--- src/rtl/sequenciador_entrada_ula.sv ---
// sequenciador_entrada_ula: button-driven A/B/opcode entry sequencer for the ALU; define DEBOUNCE_EN to add per-button debounce
module sequenciador_entrada_ula #(
  parameter int LARGURA         = 8,
  parameter int LARGURA_OP      = 3,
  parameter int LATENCIA_ULA    = 1,
  parameter int DEBOUNCE_CICLOS = 16
) (
  input  logic                  clk,
  input  logic                  reset_n,
  input  logic [LARGURA-1:0]    chaves,
  input  logic                  botao_confirma_n,
  input  logic                  botao_volta_n,
  input  logic [LARGURA-1:0]    resultado_ula,
  input  logic [3:0]            flags_ula,
  output logic [LARGURA-1:0]    operando_a,
  output logic [LARGURA-1:0]    operando_b,
  output logic [LARGURA_OP-1:0] opcode,
  output logic                  ula_inicia,
  output logic [LARGURA-1:0]    resultado_reg,
  output logic [3:0]            flags_reg,
  output logic [2:0]            estado,
  output logic                  pronto
);
  localparam logic [2:0] ESPERA_A  = 3'd0;
  localparam logic [2:0] ESPERA_B  = 3'd1;
  localparam logic [2:0] ESPERA_OP = 3'd2;
  localparam logic [2:0] EXECUTA   = 3'd3;
  localparam logic [2:0] MOSTRA    = 3'd4;
  logic [1:0] sinc1_q, pulso;
  logic confirma, volta, fim;
  logic [2:0] estado_q, estado_d;
  logic [3:0] cont_q, cont_d;
  logic [LARGURA-1:0] op_a_q, op_a_d, op_b_q, op_b_d, res_q, res_d;
  logic [LARGURA_OP-1:0] opcode_q, opcode_d;
  logic [3:0] flags_q, flags_d;
  logic inicia_q, inicia_d, pronto_q, pronto_d;
  // first synchronizer stage, bit 0 = confirm, bit 1 = back
  always_ff @(posedge clk)
    if (!reset_n) sinc1_q <= 2'b11;
    else sinc1_q <= {botao_volta_n, botao_confirma_n};
`ifdef DEBOUNCE_EN
  localparam int CW = $clog2(DEBOUNCE_CICLOS + 1);
  logic [1:0] nivel_q, nivel_ant_q;
  logic [CW-1:0] cont_db_q [2];
  // accepted level follows stage 1 only after DEBOUNCE_CICLOS consecutive differing samples
  always_ff @(posedge clk)
    if (!reset_n) begin
      nivel_q <= 2'b11;
      nivel_ant_q <= 2'b11;
      for (int i = 0; i < 2; i++) cont_db_q[i] <= '0;
    end else begin
      nivel_ant_q <= nivel_q;
      for (int i = 0; i < 2; i++)
        if (sinc1_q[i] == nivel_q[i]) cont_db_q[i] <= '0;
        else if (cont_db_q[i] == CW'(DEBOUNCE_CICLOS - 1)) begin
          nivel_q[i] <= sinc1_q[i];
          cont_db_q[i] <= '0;
        end else cont_db_q[i] <= cont_db_q[i] + 1'b1;
    end
  assign pulso = nivel_ant_q & ~nivel_q;
`else
  logic [1:0] sinc2_q;
  // second synchronizer stage; its lag behind stage 1 exposes the falling edge
  always_ff @(posedge clk)
    if (!reset_n) sinc2_q <= 2'b11;
    else sinc2_q <= sinc1_q;
  assign pulso = sinc2_q & ~sinc1_q;
`endif
  assign volta    = pulso[1];
  assign confirma = pulso[0] & ~pulso[1];
  assign fim      = (estado_q == EXECUTA) && (cont_q == 4'(LATENCIA_ULA - 1));
  // state and datapath registers
  always_ff @(posedge clk)
    if (!reset_n) begin
      estado_q <= ESPERA_A;
      cont_q   <= '0;
      op_a_q   <= '0;
      op_b_q   <= '0;
      opcode_q <= '0;
      res_q    <= '0;
      flags_q  <= '0;
      inicia_q <= 1'b0;
      pronto_q <= 1'b0;
    end else begin
      estado_q <= estado_d;
      cont_q   <= cont_d;
      op_a_q   <= op_a_d;
      op_b_q   <= op_b_d;
      opcode_q <= opcode_d;
      res_q    <= res_d;
      flags_q  <= flags_d;
      inicia_q <= inicia_d;
      pronto_q <= pronto_d;
    end
  // next state: back beats confirm; pulses in EXECUTA are dropped
  always_comb begin
    estado_d = estado_q;
    case (estado_q)
      ESPERA_A:  estado_d = confirma ? ESPERA_B : ESPERA_A;
      ESPERA_B:  estado_d = volta ? ESPERA_A : confirma ? ESPERA_OP : ESPERA_B;
      ESPERA_OP: estado_d = volta ? ESPERA_B : confirma ? EXECUTA : ESPERA_OP;
      EXECUTA:   estado_d = fim ? MOSTRA : EXECUTA;
      MOSTRA:    estado_d = volta ? ESPERA_OP : confirma ? ESPERA_A : MOSTRA;
      default:   estado_d = ESPERA_A;
    endcase
  end
  // register loads: captures on accepted confirm, result capture at end of latency
  always_comb begin
    op_a_d   = (estado_q == ESPERA_A && confirma) ? chaves : op_a_q;
    op_b_d   = (estado_q == ESPERA_B && confirma) ? chaves : op_b_q;
    opcode_d = (estado_q == ESPERA_OP && confirma) ? chaves[LARGURA_OP-1:0] : opcode_q;
    res_d    = fim ? resultado_ula : res_q;
    flags_d  = fim ? flags_ula : flags_q;
    cont_d   = (estado_q == EXECUTA) ? cont_q + 4'd1 : 4'd0;
    inicia_d = (estado_d == EXECUTA) && (estado_q != EXECUTA);
    pronto_d = (estado_d == MOSTRA);
  end
  assign operando_a    = op_a_q;
  assign operando_b    = op_b_q;
  assign opcode        = opcode_q;
  assign ula_inicia    = inicia_q;
  assign resultado_reg = res_q;
  assign flags_reg     = flags_q;
  assign estado        = estado_q;
  assign pronto        = pronto_q;
endmodule
--- config.mk ---
export PLATFORM = sky130hd
export DESIGN_NAME = sequenciador_entrada_ula
export DESIGN_NICKNAME = d
export VERILOG_FILES = /design/src/rtl/sequenciador_entrada_ula.sv
export SDC_FILE = /design/constraint.sdc
export NUM_CORES = 1
export LEC_CHECK = 0
export ABC_AREA = 0
export BUFFER_PORTS_ARGS = -buffer_cell sky130_fd_sc_hd__clkbuf_2
export CAP_MARGIN = 30
export CORE_MARGIN = 1.5
export CORE_UTILIZATION = 49
export DETAILED_ROUTE_END_ITERATION = 8
export PLACE_DENSITY = 0.78
export SYNTH_ARGS = -nofsm -noshare
export SYNTH_HDL_FRONTEND = slang
export SYNTH_SLANG_ARGS = --single-unit
--- constraint.sdc ---
create_clock -name clk -period 1.7 [get_ports clk]
set_input_delay 0.255 -clock clk [delete_from_list [all_inputs] [get_ports clk]]
set_output_delay 0.255 -clock clk [all_outputs]
set_load 0.005 [all_outputs]
; Yosys cells after proc, flatten, opt, wreduce, memory -nomap -nowiden
; Index checks and enable logic that the tools add are counted.
[word_totals]
register_bits = 44
in_bits = 24
output_inout_bits = 36
word_cells = 40
[classes]
addsub = 1
eq_ne = 7
muxes = 9
bitwise_logic = 4
reduce_logical = 8
[op_table]
columns = op, count
row1 = 3-bit case mux with 5 select lines, 1
row2 = 3-bit by 2-bit == test with 1-bit output (second input constant), 3
row3 = 3-bit 2-to-1 mux, 3
row4 = 3-bit == test (second input constant), 2
row5 = 2-bit 2-to-1 mux, 3
row6 = 1-bit logical AND, 5
row7 = 4-bit by 1-bit adder with 4-bit output (second input constant), 1
row8 = 4-bit zero test, 1
row9 = 3-bit by 1-bit == test with 1-bit output (second input constant), 1
row10 = 3-bit zero test, 1
row11 = 3-bit by 2-bit inequality test with 1-bit output (second input constant), 1
row12 = 2-bit AND, 1
row13 = 1-bit 2-to-1 mux, 2
row14 = 2-bit inverter, 1
row15 = 2-bit AND reduction, 1
row16 = 1-bit AND, 1
row17 = 1-bit inverter, 1

; Logic depth before layout (Yosys ltp)
; Gate-level depths: netlist of the first run.
[logic_depth]
word_depth = 9
depth_mapped = 8
ltp_nobuf = 6

; Least setup slack after synthesis of the first run
; Ideal clock, no wire load.
[synth_path]
path_kind = register -> register
from = reg cont_q[0]
to = reg estado_q[2], in the netlist estado[2]
setup_time_ns = 0.119
t_arrival_ns = 1.364
t_required_ns = 1.581
path_slack_ns = 0.217
path_stages_with_launch = 9
path_buffers = 2
period_less_slack_ns = 1.483
path_cell_list = dfxtp_1 > inv_1 > ha_1 > nor3b_2 > and3_1 > buf_4 > buf_12 > a21oi_1 > nor2b_1
[synth_via]
elab_chain_cells = 4
[synth_lines]
columns = element, line
row1 = start: declaration, 32  ; logic [3:0] cont_q, cont_d;
row2 = start signal: assignment, 86  ; cont_q <= cont_d;
row3 = 4-bit zero test, 71  ; assign fim = (estado_q == EXECUTA) && (cont_q == 4'(LATENCIA_ULA - 1));
row4 = 1-bit logical AND, 71
row5 = 3-bit 2-to-1 mux, 102  ; EXECUTA: estado_d = fim ? MOSTRA : EXECUTA;
row6 = 3-bit case mux with 5 select lines, 98  ; case (estado_q)
row7 = end signal: assignment, 85  ; estado_q <= estado_d;
row8 = end: declaration, 31  ; logic [2:0] estado_q, estado_d;
; Every way passes these cells.
; A chain may end at the register's enable or synchronous reset.

; Final worst setup path of the first run
[layout_path]
from = reg cont_q[0]
to = reg flags_q[2], in the netlist flags_reg[2]
[layout_via]
elab_chain_cells = 2
[layout_lines]
columns = element, line
row1 = 4-bit zero test, 71
row2 = 1-bit logical AND, 71
row3 = end signal: assignment, 91  ; flags_q <= flags_d;
row4 = end: declaration, 35  ; logic [3:0] flags_q, flags_d;
; Every way passes these cells.

==> results.py, run 1 <==
metrics = {
    "sta": {
        "post-route-min-period_ps": 1580,
        "setup_viol": 0,
        "max_freq_mhz": 632,
        "hold-worst-slack_ps": 83.4,
        "rsz0062_at_grt": "false",
        "tightest_slew_ps": 409,
        "timing.setup.tns_ps": 0,
        "hold_viol": 0,
        "max_slew_margin": 0.726,
        "finClkSkew_ps": 6.14,
        "min_period_over_period": 0.931,
        "maxSlewViolCount": 0,
    },
    "pwr": {
        "combinationalPowerShare": 0.083,
        "internal-power_mw": 1.28,
        "p_sw_uw": 388,
        "swShare": 0.232,
        "ir_drop_mv": 0.612,
        "power.leakage_nw": 0.941,
        "p_per_area_mw_per_mm2": 779,
        "power_frac_seq": 0.641,
        "finalPower_mw": 1.67,
        "clockPowerShare": 0.276,
    },
    "min_path": {
        "min_path_cells": 2,
        "min_from": "botao_volta_n",
        "min-delay-path-class": "in -> reg",
        "min_to": "sinc1_q[1]",
    },
    "global_routing": {
        "grt_max_degree": 23,
        "grt_antenna_before_repair": 0,
        "grt_pass1_wl_um": 5930,
        "track_usage": 0.194,
        "grt_pass1_vias": 1289,
        "overflow": 0,
    },
    "detailed_routing": {
        "num_vias": 1274,
        "dr.pass1.iters": 4,
        "routed_wl_um": 3560,
        "routed_via_density": 4.83,
        "drc_errors": 0,
        "drt_iter0_drc": 16,
        "wl_per_cell_um": 13.5,
        "ant_nets": 0,
    },
    "yosys": {
        "synth_xor_area_frac": 0.00995,
        "synth-simple-area-share": 0.237,
        "ys_seq_elements": 44,
        "synthAdderAreaFrac": 0.0142,
        "synthMuxAreaShare": 0.182,
        "yosysWarnings": 0,
        "yosysSeqAreaShare": 0.500,
        "synth_fp_nets": 183,
        "synth.distinct_cells": 29,
        "synthCells": 157,
        "synth_compound_area_frac": 0.0135,
        "synth_top_family_by_area": "simple AND/OR/NAND/NOR gates",
        "syn_area_mm2": 0.00176,
        "syn_avg_cell_area_um2": 11.2,
    },
    "placement": {
        "gp_congestion": 0.761,
        "io_buffers": 59,
        "dpl.hpwl_um": 2730,
        "placed_area_mm2": 0.00209,
    },
    "status": {
        "status": "finished, final reports clean",
    },
    "finish": {
        "num_antenna_cells": 0,
        "syn_to_final_growth_pct": 21.8,
        "most-common-layout-cells": "clkbuf_2, dfxtp_1, nor2b_1",
        "layout_commonest_cell": "clkbuf_2",
        "drive_gt1_frac": 0.349,
        "post-route-cell-area_mm2": 0.00214,
        "multiInputGateArea_um2": 811,
        "layout.nets": 244,
        "fill_cells": 280,
        "seqCellArea_um2": 881,
    },
    "cts": {
        "numCtsBuffers": 5,
        "cts.sinks": 44,
        "cts_buffer_depth": 2,
        "root_buffer": "clkbuf_4",
        "clock_latency_ps": 350,
        "cts.clk_slew.worst_paths_ps": 120,
        "cts_max_level": 2,
        "cts_tree": "done",
    },
    "critical_path": {
        "crit_start": "cont_q[0]",
        "worstPathBufferInverterCount": 2,
        "path_cells": "inv_1 > ha_1 > nor3b_4 > and3_1 > buf_12 > mux2i_1 > nor2b_1",
        "crit_family": "simple AND/OR/NAND/NOR gates",
        "required_ps": 1950,
        "r2r_end": "flags_reg[2]",
        "cp.arrival_ps": 1830,
        "reg2reg_from": "cont_q[0]",
        "reg2reg_depth": 7,
        "crit_slowest_cell": "dfxtp_1",
        "max_stage_delay_ps": 350,
        "endpoint_kind": "register",
        "reg2reg_setup_slack_ps": 120,
        "cp_max_fo": 13,
        "critPathKind": "reg -> reg",
        "start_kind": "register",
    },
    "floorplan": {
        "die_h_um": 62.9,
        "die_area_mm2": 0.00396,
        "coreArea_mm2": 0.00339,
        "start_util": 0.519,
        "die_x_um": 62.9,
        "ioPinCount": 60,
        "floorplan.rows": 21,
    },
    "job": {
        "maxCapViolations": 0,
    },
}
-- synth_stat cells (all sizes together) --
| master | instances | area (µm²) |
|---|---|---|
| nor4b | 2 | 38.8 |
| nand3 | 3 | 15.0 |
| and2 | 2 | 12.5 |
| ha | 2 | 25.0 |
| nand2 | 2 | 7.51 |
| nor2 | 5 | 18.8 |
| xor2 | 1 | 8.76 |
| nor3b | 3 | 32.5 |
| buf | 5 | 48.8 |
| o221ai | 1 | 8.76 |
| nor2b | 34 | 213 |
| nand2b | 6 | 45.0 |
| and3 | 1 | 6.26 |
| xnor2 | 1 | 8.76 |
| mux2i | 32 | 320 |
| or4b | 1 | 10.0 |
| a21oi | 2 | 10.0 |
| o21ai | 1 | 5.00 |
| dfxtp | 44 | 881 |
| and2b | 2 | 18.8 |
| clkbuf | 4 | 15.0 |
| inv | 3 | 11.3 |
-- kinds of logic after synthesis --
logic type / count (synthesis)
AO/OA/AOI/OAI: 4
XOR/XNOR: 2
adder cells (fa/ha/maj): 2
buffers and inverters: 12
flip-flops: 44
multiplexers: 32
AND/OR/NAND/NOR: 61
-- area by class of cell --
class	count	area share
Clock buffer	6	0.0193
Clock inverter	1	0.00233
Sequential cell	44	0.411
Tap cell	46	0.0268
Timing Repair Buffer	63	0.158
Inverter	3	0.00525
Multi-Input combinational cell	101	0.378
-- repair_timing --
action | 4_1_cts | 5_1_grt
setup buffers | 0 | 0
endpoints found under the setup margin | 0 | 9
resized for setup | 0 | 1
hold buffers | 0 | 0
-- power groups by stage --
stage	clock, mW	combinational (mW)	sequential [mW]
floorplan	0	0.0856	1.09
global placement	0	0.135	1.09
detailed placement	0	0.140	1.09
CTS	0.475	0.140	1.07
global route	0.516	0.153	1.07
finish	0.461	0.139	1.07
-- routing by layer --
| layer | global-route usage | wire length, µm |
|---|---|---|
| met3 | 0.0721 | 156 |
| met2 | 0.336 | 1890 |
| met1 | 0.222 | 1470 |
| met4 | 0.0583 | 46 |
| met5 | 0 | 0 |
-- how the worst max path moves through the flow --
stage,end,slack (ps),depth (start not counted)
detailed placement,flags_reg[2],110,7
floorplan,estado[2],220,8
global route,resultado_reg[6],4,7
finish,flags_reg[2],120,7
CTS,flags_reg[2],60,7
global placement,operando_a[7],220,5
-- stage by stage --
step                       util  setup slack (ps)  instances
after floorplan               -               217        157
after global placement    0.617               218        257
after detailed placement  0.617               113        257
after CTS                 0.631              61.8        264
after global routing      0.633              4.12        264
final                     0.633               118        264
Power figures use the tool's default switching activity.
==> run 2: changes to the inputs <==
--- a/config.mk
+++ b/config.mk
@@ -9,9 +9,9 @@
 export BUFFER_PORTS_ARGS = -buffer_cell sky130_fd_sc_hd__clkbuf_2
 export CAP_MARGIN = 30
 export CORE_MARGIN = 1.5
-export CORE_UTILIZATION = 49
+export CORE_UTILIZATION = 44
 export DETAILED_ROUTE_END_ITERATION = 8
-export PLACE_DENSITY = 0.78
+export PLACE_DENSITY = 0.74
 export SYNTH_ARGS = -nofsm -noshare
 export SYNTH_HDL_FRONTEND = slang
 export SYNTH_SLANG_ARGS = --single-unit
==> constraint.sdc (replaced) <==
create_clock -name clk -period 1.3 [get_ports clk]
set_input_delay 0.195 -clock clk [delete_from_list [all_inputs] [get_ports clk]]
set_output_delay 0.195 -clock clk [all_outputs]
set_load 0.005 [all_outputs]
==> run 2 against run 1 <==
Net effect:
- the run now ends with setup timing left
- worst setup slack worse by 250 ps
- routed wire length shrank 4.9%
- die area increased by 11%
- global-route usage is 2.9 points lower
- register-to-register slack got worse by 250 ps
- total power is 43% higher
- count of clock-buffer cells in the layout unchanged
- via count grew 3.5%
- sequential power is 31% higher
- largest cell class unchanged
- largest power group unchanged
==> results.py, run 2 (synthesis gave the netlist of run 1 again) <==
metrics = {
    "finish": {
        "syn_to_final_growth_pct": 34.7,
        "layout.nets": 261,
        "post-route-cell-area_mm2": 0.00237,
        "layout_commonest_cell": "clkbuf_2",
        "drive_gt1_frac": 0.451,
        "fill_cells": 322,
        "seqCellArea_um2": 893,
        "num_antenna_cells": 0,
        "multiInputGateArea_um2": 848,
        "most-common-layout-cells": "clkbuf_2, dfxtp_1, nor2b_1",
        "utilization": 0.633,
    },
    "global_routing": {
        "track_usage": 0.166,
        "grt_antenna_before_repair": 0,
        "grt_pass1_vias": 1260,
        "overflow": 0,
        "grt_pass1_wl_um": 5550,
        "grt_max_degree": 26,
    },
    "critical_path": {
        "reg2reg_setup_slack_ps": -140,
        "critPathKind": "reg -> reg",
        "endpoint_kind": "register",
        "crit_slowest_cell": "dfxtp_2",
        "cp_max_fo": 13,
        "reg2reg_from": "cont_q[1]",
        "start_kind": "register",
        "reg2reg_depth": 7,
        "path_cells": "inv_2 > ha_4 > nor3b_4 > and3_4 > buf_12 > mux2i_1 > nor2b_1",
        "r2r_end": "flags_reg[1]",
        "cp.arrival_ps": 1620,
        "max_stage_delay_ps": 330,
        "required_ps": 1480,
    },
    "sta": {
        "finClkSkew_ps": 9.71,
        "setup_ws_ps": -135,
        "max_freq_mhz": 697,
        "maxSlewViolCount": 0,
        "rsz0062_at_grt": "true",
        "hold-worst-slack_ps": 99.0,
        "min_period_over_period": 1.10,
        "tightest_slew_ps": 295,
        "max_slew_margin": 0.803,
        "hold_viol": 0,
        "timing.setup.tns_ps": -2840,
        "setup_viol": 34,
        "post-route-min-period_ps": 1440,
    },
    "floorplan": {
        "floorplan.rows": 22,
        "start_util": 0.470,
        "ioPinCount": 60,
        "coreArea_mm2": 0.00374,
        "die_h_um": 66.3,
        "die_area_mm2": 0.00439,
        "die_x_um": 66.3,
    },
    "cts": {
        "cts_max_level": 2,
        "cts.clk_slew.worst_paths_ps": 80,
        "postCtsHoldBufs": 0,
        "root_buffer": "clkbuf_8",
        "cts_buffer_depth": 2,
        "cts_tree": "done",
        "cts.sinks": 44,
        "numCtsBuffers": 5,
        "clock_latency_ps": 290,
    },
    "detailed_routing": {
        "num_vias": 1319,
        "dr.pass1.iters": 3,
        "ant_nets": 0,
        "routed_wl_um": 3390,
        "drt_iter0_drc": 62,
        "drc_errors": 0,
        "routed_via_density": 4.66,
        "wl_per_cell_um": 12.0,
    },
    "min_path": {
        "min_from": "botao_confirma_n",
        "min-delay-path-class": "in -> reg",
        "min_path_cells": 2,
        "min_to": "sinc1_q[0]",
    },
    "placement": {
        "gp_congestion": 0.714,
        "io_buffers": 59,
        "dpl.hpwl_um": 2360,
        "placed_area_mm2": 0.00221,
    },
    "pwr": {
        "ir_drop_mv": 0.722,
        "power.leakage_nw": 1.06,
        "p_per_area_mw_per_mm2": 1010,
    },
    "status": {
        "status": "finished, violations left",
        "failed_checks": "setup timing",
    },
    "job": {
        "maxCapViolations": 0,
    },
}
-- run 2: worst max path at each step --
stage | startpoint | end | slack, ps | depth (start not counted)
after detailed placement | cont_q[1] | resultado_reg[6] | -140 | 7
final | cont_q[1] | flags_reg[1] | -140 | 7
after CTS | cont_q[1] | resultado_reg[6] | -140 | 7
after global routing | cont_q[1] | resultado_reg[6] | -240 | 7
after floorplan | cont_q[1] | flags_reg[3] | -120 | 8
after global placement | cont_q[1] | flags_reg[0] | -90 | 7
-- run 2: stage by stage --
step                      setup slack [ps]  total power, mW  cells
after floorplan                       -120             1.54    157
after global placement               -93.1             1.63    271
after detailed placement              -135             1.63    271
after CTS                             -141             2.42    283
after global routing                  -240             2.51    283
final                                 -135             2.39    283
-- run 2: area by class of cell --
type | count | area share
sequential | 44 | 0.377
multi-input combinational | 101 | 0.358
timing repair buffer | 80 | 0.203
clock buffer | 6 | 0.0306
tap | 48 | 0.0253
inverter | 3 | 0.00475
clock inverter | 1 | 0.00211
-- run 2: what timing repair did --
item | CTS | global route
pin swaps | 2 | 1
gates resized for setup | 8 | 5
endpoints found under the setup margin | 26 | 36
buffers inserted | 5 | 0
-- run 2: power by group --
part | internal [mW] | switching, mW | leakage, nW
Combinational | 0.124 | 0.0882 | 0.660
Clock | 0.366 | 0.418 | 0.0410
Sequential | 1.37 | 0.0235 | 0.358
Total | 1.86 | 0.530 | 1.06
-- run 2: worst max-delay path, delay by kind of cell, from the launching register on --
family	cells	cell delay [ps]
adders and majority gates	1	120
and+or+nand+nor	3	470
DFF	1	330
muxes	1	210
buffers and inverters	2	210
-- run 2: layer usage --
| layer | vias to the layer above | GRT usage | share of wire |
|---|---|---|---|
| met3 | 2 | 0.0579 | 0.066 |
| li1 | 676 | - | - |
| met1 | 595 | 0.191 | 0.45 |
| met4 | 0 | 0.0459 | 0.0024 |
| met2 | 46 | 0.289 | 0.48 |
| met5 | - | 0 | 0 |
==> run 3: changes to the inputs <==
--- a/config.mk
+++ b/config.mk
@@ -9,9 +9,9 @@
 export BUFFER_PORTS_ARGS = -buffer_cell sky130_fd_sc_hd__clkbuf_2
 export CAP_MARGIN = 30
 export CORE_MARGIN = 1.5
-export CORE_UTILIZATION = 44
+export CORE_UTILIZATION = 49
 export DETAILED_ROUTE_END_ITERATION = 8
-export PLACE_DENSITY = 0.74
+export PLACE_DENSITY = 0.78
 export SYNTH_ARGS = -nofsm -noshare
 export SYNTH_HDL_FRONTEND = slang
 export SYNTH_SLANG_ARGS = --single-unit
==> constraint.sdc (replaced) <==
create_clock -name clk -period 1.6 [get_ports clk]
set_input_delay 0.24 -clock clk [delete_from_list [all_inputs] [get_ports clk]]
set_output_delay 0.24 -clock clk [all_outputs]
set_load 0.005 [all_outputs]
==> run 3 against run 2 <==
Net effect:
- the flow now finishes without violations
- combinational power shrank 30%
- largest cell class unchanged
- non-clock buffer count shrank 16
- cell area down 8.3%
- fmax decreased by 6.8%
- register-to-register slack improved by 190 ps
- clock power decreased by 30%
==> results.py, run 3 (synthesis gave the netlist of run 1 again) <==
metrics = {
    "min_path": {
        "min_from": "botao_confirma_n",
        "min_to": "sinc1_q[0]",
        "min_path_cells": 2,
        "min-delay-path-class": "in -> reg",
    },
    "sta": {
        "tightest_slew_ps": 400,
        "post-route-min-period_ps": 1540,
        "finClkSkew_ps": 16.8,
        "setup_viol": 0,
        "min_period_over_period": 0.963,
        "max_slew_margin": 0.732,
        "max_freq_mhz": 649,
        "hold_viol": 0,
        "maxSlewViolCount": 0,
        "timing.setup.tns_ps": 0,
    },
    "critical_path": {
        "reg2reg_from": "estado[1]",
        "max_stage_delay_ps": 400,
        "crit_family": "simple AND/OR/NAND/NOR gates",
        "start_kind": "register",
        "reg2reg_depth": 5,
        "path_cells": "nor4b_2 > nor3b_2 > buf_6 > mux2i_1 > nor2b_1",
        "required_ps": 1850,
        "worstPathBufferInverterCount": 1,
        "crit_slowest_cell": "dfxtp_1",
        "r2r_end": "operando_a[4]",
        "critPathKind": "reg -> reg",
        "cp_max_fo": 8,
        "reg2reg_setup_slack_ps": 60,
        "cp.arrival_ps": 1790,
        "endpoint_kind": "register",
    },
    "global_routing": {
        "grt_max_degree": 23,
        "grt_pass1_vias": 1282,
        "grt_antenna_before_repair": 0,
        "track_usage": 0.191,
        "grt_pass1_wl_um": 5890,
        "overflow": 0,
    },
    "placement": {
        "dp_cells": 257,
        "dpl.hpwl_um": 2660,
        "gp_congestion": 0.760,
        "placed_area_mm2": 0.00209,
        "io_buffers": 59,
    },
    "finish": {
        "syn_to_final_growth_pct": 23.5,
        "post-route-cell-area_mm2": 0.00217,
        "utilization": 0.641,
        "layout.nets": 245,
        "layout_commonest_cell": "clkbuf_2",
        "most-common-layout-cells": "clkbuf_2, dfxtp_1, nor2b_1",
        "instances_no_fill": 266,
        "drive_gt1_frac": 0.355,
        "num_antenna_cells": 0,
    },
    "pwr": {
        "power_frac_seq": 0.619,
        "swShare": 0.228,
        "ir_drop_mv": 0.642,
        "combinationalPowerShare": 0.081,
        "internal-power_mw": 1.42,
        "p_sw_uw": 419,
        "power.leakage_nw": 0.949,
        "p_per_area_mw_per_mm2": 846,
        "clockPowerShare": 0.300,
    },
    "cts": {
        "root_buffer": "clkbuf_4",
        "numCtsBuffers": 5,
        "cts.sinks": 44,
        "cts_buffer_depth": 2,
        "postCtsHoldBufs": 0,
        "clock_latency_ps": 360,
        "cts_tree": "done",
        "cts.clk_slew.worst_paths_ps": 120,
        "cts_max_level": 2,
    },
    "detailed_routing": {
        "dr.pass1.iters": 4,
        "drc_errors": 0,
        "ant_nets": 0,
        "num_vias": 1295,
        "wl_per_cell_um": 13.4,
        "routed_wl_um": 3560,
        "routed_via_density": 4.87,
        "drt_iter0_drc": 32,
    },
    "status": {
        "status": "finished, final reports clean",
    },
    "floorplan": {
        "ioPinCount": 60,
        "die_h_um": 62.9,
        "start_util": 0.519,
        "die_x_um": 62.9,
        "coreArea_mm2": 0.00339,
        "floorplan.rows": 21,
        "die_area_mm2": 0.00396,
    },
    "job": {
        "maxCapViolations": 0,
    },
}
run 3: cell count changes in the layout (fill, tap and decap cells not counted), sizes merged:
| cell | change |
|---|---|
| clkinv | -1 |
| clkbuf | +2 |
| buf | -16 |
run 3: layout make-up:
type	count	area, µm²
Timing Repair Buffer	64	349
Inverter	3	11.3
Clock buffer	8	58.8
Multi-Input combinational cell	101	816
Sequential cell	44	881
Tap cell	46	57.6
Fill cell	290	1220
run 3: worst max path at each step:
stage / startpoint / end / slack (ps) / cells past startpoint
after floorplan: cont_q[0] / estado[2] / 120 / 8
after global routing: estado[1] / operando_a[1] / -4 / 5
after detailed placement: cont_q[0] / flags_reg[2] / 20 / 7
after CTS: cont_q[0] / flags_reg[2] / 10 / 7
after global placement: estado[1] / operando_a[7] / 120 / 5
final: estado[1] / operando_a[4] / 60 / 5
run 3: timing repair:
item | in CTS | in global routing
pin swaps | 0 | 0
setup buffers | 0 | 1
setup endpoints to repair | 1 | 16
resized for setup | 1 | 2
run 3: power by group through the flow:
stage	clock network (mW)	registers, mW	logic (mW)
after global routing	0.620	1.14	0.162
final	0.552	1.14	0.148
after global placement	0	1.16	0.143
after detailed placement	0	1.16	0.147
after floorplan	0	1.16	0.0910
after CTS	0.570	1.14	0.148
run 3: layer usage:
layer,part of all wire,wire (µm),vias to the layer above,global-route usage
met5,0,0,-,0
met4,0.017,60,0,0.0750
met3,0.041,147,6,0.0613
met2,0.52,1850,31,0.311
met1,0.42,1500,615,0.233
li1,-,-,643,-
run 3: metrics by stage:
step / setup slack [ps] / hold WS (ps) / total power [mW]
after global placement: 118 / 428 / 1.30
after floorplan: 117 / 341 / 1.25
after CTS: 10.7 / 53.3 / 1.86
final: 59.7 / 65.4 / 1.84
after detailed placement: 16.4 / 433 / 1.31
after global routing: -4.03 / 46.3 / 1.92
